$ cat src/rtl/lcd_bus_receiver.sv
// 16-bit 8080-style LCD write bus receiver: synchronizes the bus, decodes panel commands
// and streams RAMWR pixels out. Optional RDID read-back is enabled with LCD_RX_RDID_EN.
module lcd_bus_receiver #(
    parameter int unsigned X_SIZE = 480,
    parameter int unsigned Y_SIZE = 800
) (
    input  logic        clk,
    input  logic        rst,
    input  logic        lcd_cs,
    input  logic        lcd_rs,
    input  logic        lcd_wr,
    input  logic        lcd_rd,
    input  logic [15:0] lcd_data_i,
    output logic [15:0] lcd_data_o,
    output logic        lcd_data_oe,
    output logic        pix_we,
    output logic [18:0] pix_addr,
    output logic [15:0] pix_data,
    output logic        sleep_out,
    output logic        display_on,
    output logic [7:0]  colmod,
    output logic        frame_done,
    output logic        cmd_err
);

    localparam int unsigned FS        = X_SIZE * Y_SIZE;
    localparam logic [18:0] LAST_ADDR = 19'(FS - 1);

    typedef enum logic [1:0] {
        IDLE,
        COLMOD_ARG,
        RAMWR,
        RDID
    } state_t;

    state_t state, state_n;

    logic        cs_s1, cs_s2, rs_s1, rs_s2, wr_s1, wr_s2, rd_s1, rd_s2;
    logic [15:0] data_s1, data_s2;
    logic        wr_d;

    always_ff @(posedge clk or posedge rst) begin
        if (rst) begin
            cs_s1   <= 1'b1;
            cs_s2   <= 1'b1;
            rs_s1   <= 1'b0;
            rs_s2   <= 1'b0;
            wr_s1   <= 1'b1;
            wr_s2   <= 1'b1;
            rd_s1   <= 1'b1;
            rd_s2   <= 1'b1;
            data_s1 <= '0;
            data_s2 <= '0;
            wr_d    <= 1'b1;
        end else begin
            cs_s1   <= lcd_cs;
            cs_s2   <= cs_s1;
            rs_s1   <= lcd_rs;
            rs_s2   <= rs_s1;
            wr_s1   <= lcd_wr;
            wr_s2   <= wr_s1;
            rd_s1   <= lcd_rd;
            rd_s2   <= rd_s1;
            data_s1 <= lcd_data_i;
            data_s2 <= data_s1;
            wr_d    <= wr_s2;
        end
    end

    logic       wr_evt, cmd_evt, dat_evt;
    logic [7:0] opcode;

    // rs and data come from the same stage as wr, so they are stable at the detected edge
    assign wr_evt  = wr_s2 & ~wr_d & ~cs_s2;
    assign cmd_evt = wr_evt & ~rs_s2;
    assign dat_evt = wr_evt & rs_s2;
    assign opcode  = data_s2[15:8];

    // addr_cnt is the next pixel slot; pix_addr reports the slot of the current pix_we
    logic [18:0] addr_cnt, addr_cnt_n, pix_addr_n;
    logic [15:0] pix_data_n;
    logic [7:0]  colmod_n;
    logic        pix_we_n, frame_done_n, cmd_err_n, sleep_n, disp_n;

    always_comb begin
        state_n      = state;
        addr_cnt_n   = addr_cnt;
        pix_addr_n   = pix_addr;
        pix_data_n   = pix_data;
        colmod_n     = colmod;
        sleep_n      = sleep_out;
        disp_n       = display_on;
        pix_we_n     = 1'b0;
        frame_done_n = 1'b0;
        cmd_err_n    = 1'b0;
        if (cmd_evt) begin
            state_n = IDLE;
            case (opcode)
                8'h00: ;
                8'h11: sleep_n = 1'b1;
                8'h10: sleep_n = 1'b0;
                8'h29: disp_n  = 1'b1;
                8'h28: disp_n  = 1'b0;
                8'h3A: state_n = COLMOD_ARG;
                8'h2C: begin
                    addr_cnt_n = '0;
                    pix_addr_n = '0;
                    state_n    = RAMWR;
                end
                8'h3C: state_n = RAMWR;
`ifdef LCD_RX_RDID_EN
                8'h04: state_n = RDID;
`endif
                default: cmd_err_n = 1'b1;
            endcase
        end else if (dat_evt) begin
            case (state)
                COLMOD_ARG: begin
                    colmod_n = data_s2[7:0];
                    state_n  = IDLE;
                end
                RAMWR: begin
                    pix_we_n   = 1'b1;
                    pix_data_n = data_s2;
                    pix_addr_n = addr_cnt;
                    if (addr_cnt == LAST_ADDR) begin
                        addr_cnt_n   = '0;
                        frame_done_n = 1'b1;
                    end else begin
                        addr_cnt_n = addr_cnt + 19'd1;
                    end
                end
                default: cmd_err_n = 1'b1;
            endcase
        end
    end

    always_ff @(posedge clk or posedge rst) begin
        if (rst) begin
            state      <= IDLE;
            addr_cnt   <= '0;
            pix_addr   <= '0;
            pix_data   <= '0;
            colmod     <= '0;
            sleep_out  <= 1'b0;
            display_on <= 1'b0;
            pix_we     <= 1'b0;
            frame_done <= 1'b0;
            cmd_err    <= 1'b0;
        end else begin
            state      <= state_n;
            addr_cnt   <= addr_cnt_n;
            pix_addr   <= pix_addr_n;
            pix_data   <= pix_data_n;
            colmod     <= colmod_n;
            sleep_out  <= sleep_n;
            display_on <= disp_n;
            pix_we     <= pix_we_n;
            frame_done <= frame_done_n;
            cmd_err    <= cmd_err_n;
        end
    end

`ifdef LCD_RX_RDID_EN
    logic        rd_d;
    logic [1:0]  rd_idx;
    logic [15:0] rd_word;

    always_ff @(posedge clk or posedge rst) begin
        if (rst) begin
            rd_d   <= 1'b1;
            rd_idx <= '0;
        end else begin
            rd_d <= rd_s2;
            if (cmd_evt || state != RDID)
                rd_idx <= '0;
            else if (rd_s2 && !rd_d && !cs_s2 && rd_idx != 2'd3)
                rd_idx <= rd_idx + 2'd1;
        end
    end

    always_comb begin
        rd_word = '0;
        case (rd_idx)
            2'd0: rd_word = 16'h0000;
            2'd1: rd_word = 16'h0054;
            2'd2: rd_word = 16'h0080;
            2'd3: rd_word = 16'h0066;
            default: rd_word = '0;
        endcase
    end

    assign lcd_data_oe = (state == RDID) & ~cs_s2 & ~rd_s2;
    assign lcd_data_o  = lcd_data_oe ? rd_word : '0;
`else
    logic unused_rd;
    assign unused_rd   = rd_s2;
    assign lcd_data_oe = 1'b0;
    assign lcd_data_o  = '0;
`endif

endmodule

$ cat config.mk
export PLATFORM = sky130hd
export DESIGN_NAME = lcd_bus_receiver
export DESIGN_NICKNAME = d
export VERILOG_FILES = /design/src/rtl/lcd_bus_receiver.sv
export SDC_FILE = /design/constraint.sdc
export NUM_CORES = 1
export LEC_CHECK = 0
export CORE_ASPECT_RATIO = 1.5
export CORE_MARGIN = 2
export CORE_UTILIZATION = 40
export CTS_CLUSTER_DIAMETER = 200
export CTS_CLUSTER_SIZE = 25
export DETAILED_ROUTE_END_ITERATION = 7
export PLACE_DENSITY = 0.61
export SYNTH_ARGS = -nofsm -noshare
export SYNTH_HDL_FRONTEND = slang
export SYNTH_SLANG_ARGS = --single-unit
$ cat constraint.sdc
create_clock -name clk -period 4.8 [get_ports clk]
set_input_delay 1.2 -clock clk [delete_from_list [all_inputs] [get_ports clk]]
set_output_delay 1.2 -clock clk [all_outputs]
set_load 0.02 [all_outputs]
==> out/metrics.cfg <==
[synthesis]
ys_ff_latch = 108
ys_warn_count = 0
syn_avg_cell_area_um2 = 11.91
synth_top_area_share_pct = 61.66
synth_seq_area_share_pct = 64.80
postSynthCellCount = 351
synth.distinct_cells = 44
yosys.area.top_type = dfrtp_1
syn_area_um2 = 4180
synth_area_leaders = dfrtp_1 62%, nand2_1 6.4%, a22o_1 3.8%
synth_edf_count = 0
async_flop_share_pct = 100.0
synth_top_flop_cell = dfrtp_1

[cells_and_area]
insertedDiodeCount = 0
area_growth_pct = 24.12
fillers = 903
nets = 444
final_cell_count_no_fill = 541
layout-drive-gt1-share_pct = 11.56
design_area_um2 = 5189
multi_input_area_um2 = 1290
ff_latch_area_um2 = 2709
utilization_pct = 51.20

[cts]
cts_sinks = 108
cts_root_buf = clkbuf_16
ctsHoldBuffers = 0
htree_levels = 3
clk_path_buf_depth = 2
post-cts-setup-buffer-count = 0
cts_buffers = 9
cts_resized = 0
clkLatencyLatePin_ps = 340
cts_tree = done
cts.reportedPaths.clkPinSlew_ps = 70

[power_and_ir_drop]
p_int_mw = 1.322
clkPwrFrac_pct = 41.4
p_total_mw = 1.720
power_frac_seq_pct = 54.8
vdd_drop_max_v = 0.0001964
comb_power_share_pct = 3.8
p_leak_nw = 2.393
p_per_area_nw_per_um2 = 331.5
switching_share_pct = 23.13
switchingPower_mw = 0.3978

[worst_hold_path]
holdCritPathClass = reg -> reg

[timing]
finalMaxSlewViolations = 0
relSlewSlack_pct = 52.56
tns_ps = 0
rsz0062_at_grt = false
period_minus_slack_ps = 2546
finalClockSkew_ps = 7.289
hold_violations = 0
tightest_slew_ps = 707.7
fmax_ghz = 0.3928
setup_viol = 0
fin_crit_sh_pct = 53.03

[die]
rows = 45
core_area_um2 = 10130
start_util_pct = 41.25
dieWidth_um = 87.47
die_height_um = 129.2
io_pins = 87
die-area_um2 = 11300

[critical_path]
critical-path-top-delay-family = buffers and inverters
slowest_delay_ps = 610
cp_data_arrival_time_ps = 1350
critPathMaxFanout = 2
crit_chain = clkdlybuf4s50_1
crit_slowest_cell = clkdlybuf4s50_1
critPathCaptureType = output pin
crit_buf_inv = 1
cp.required_ps = 3600
crit_type = reg -> out
startpoint_type = flip-flop

[route]
remaining_drc_errors = 0
drtAntennaViolNets = 0
via_per_inst = 5.013
wl_um = 7732
dr.pass1.iters = 4
vias = 2712
dr.first_iter.drc_count = 113
wl_per_cell_um = 14.29

[place]
place_area_um2 = 4896
numPlacedInstances = 525
dpl.hpwl_um = 5259
io_buffer_count = 68
gp_congestion = 0.8713

[flow_run]
cap_violations = 0

[global_route]
first_global_vias = 2705
grt_max_degree = 42
antenna_found_initial = 0
gr-total-overflow = 0
grt_pass1_wl_um = 12900
track_usage_pct = 14.87

[outcome]
status = complete, no violations

-- metal layers --
layer	up-vias	track usage [%]	routed length (um)
met5	-	0	0
met4	0	7.330	159
met3	13	3.312	324
met2	76	25.18	4077
met1	1315	17.67	3172
li1	1308	-	-
-- state kept, by name, indices dropped and copies added, names as in the netlist --
register / cells
addr_cnt: 19
cs_s2: 1
wr_s1: 1
sleep_out: 1
data_s2: 16
state: 2
rs_s1: 1
cmd_err: 1
data_s1: 16
wr_d: 1
colmod: 8
pix_addr: 19
cs_s1: 1
pix_we: 1
rs_s2: 1
wr_s2: 1
pix_data: 16
frame_done: 1
display_on: 1
-- power by group through the flow --
stage                     combinational, mW  clock, mW  sequential (mW)
after floorplan                      0.0428          0            0.961
after global placement               0.0665          0            0.959
after detailed placement             0.0676          0            0.960
after CTS                            0.0677      0.738            0.942
after global routing                 0.0737      0.779            0.944
final                                0.0658      0.712            0.942
-- cells in the mapped netlist (2+ instances only) --
library cell / instances
a211oi_1: 2
a21oi_1: 6
a22o_1: 18
a31oi_1: 4
and3_1: 5
buf_2: 3
buf_4: 18
buf_6: 3
clkbuf_1: 6
dfrtp_1: 103
dfstp_2: 5
ha_1: 3
inv_1: 9
mux2_2: 10
mux2i_1: 2
nand2_1: 71
nand3_1: 14
nand3b_1: 2
nand4_1: 2
nor2_1: 7
nor3_1: 4
nor3_2: 2
nor4_1: 2
o21ai_0: 13
o21ai_1: 12
o41ai_1: 2
or3_1: 3
xor2_1: 4
-- area by class of cell --
type                            instances  area share, %
Sequential cell                       108          52.21
Timing Repair Buffer                   72          13.70
Clock inverter                          7          1.302
Tap cell                              117          2.821
Multi-Input combinational cell        218          24.86
Clock buffer                            9          4.340
Inverter                               10         0.7716
-- metrics by stage --
step           hold slack (ps)  setup slack [ps]
5_1_grt                  356.2              2208
3_5_place_dp             334.7              2302
4_1_cts                  352.2              2239
6_report                 350.6              2254
3_3_place_gp             332.1              2314
2_1_floorplan            331.2             762.7
-- cell usage in the layout, fill, tap and decap left out, drive strengths merged, types with 5 or more instances in the layout --
cell | synthesis | layout
clkdlybuf4s50 | 0 | 68
nand3 | 14 | 14
nor3 | 7 | 7
mux2 | 10 | 10
conb | 1 | 17
o21ai | 26 | 26
a21oi | 7 | 7
nand2 | 71 | 71
inv | 10 | 14
dfrtp | 103 | 103
and3 | 5 | 5
dfstp | 5 | 5
nor2 | 7 | 7
clkbuf | 6 | 9
a22o | 18 | 18
-- cells by family (layout without fill, tap and decap cells) --
group	after synthesis	count (layout)	share of synthesized area [%]
and+or+nand+nor	120	120	14.37
AOI/OAI and AO/OA	62	62	9.907
buffers and inverters	41	98	5.926
other	1	17	0.08971
muxes	12	12	3.173
xor gates and xnor gates	4	4	0.8380
adders and majority gates	3	3	0.8980
DFF	108	108	64.80
-- path summary, 6_finish.rpt --
kind / from / end / slack (ps) / depth (start not counted)
setup reg to reg: addr_cnt[1] / addr_cnt[14] / 2520 / 6
max in group asynchronous: rst / wr_s1 / 2740 / 3
hold reg to reg: data_s1[0] / data_s2[0] / 350 / 0
setup / recovery: pix_addr[17] / pix_addr[17] / 2250 / 1
min in group asynchronous: rst / pix_we / 1220 / 2
hold / removal: data_s1[0] / data_s2[0] / 350 / 0
Power figures use the tool's default switching activity.
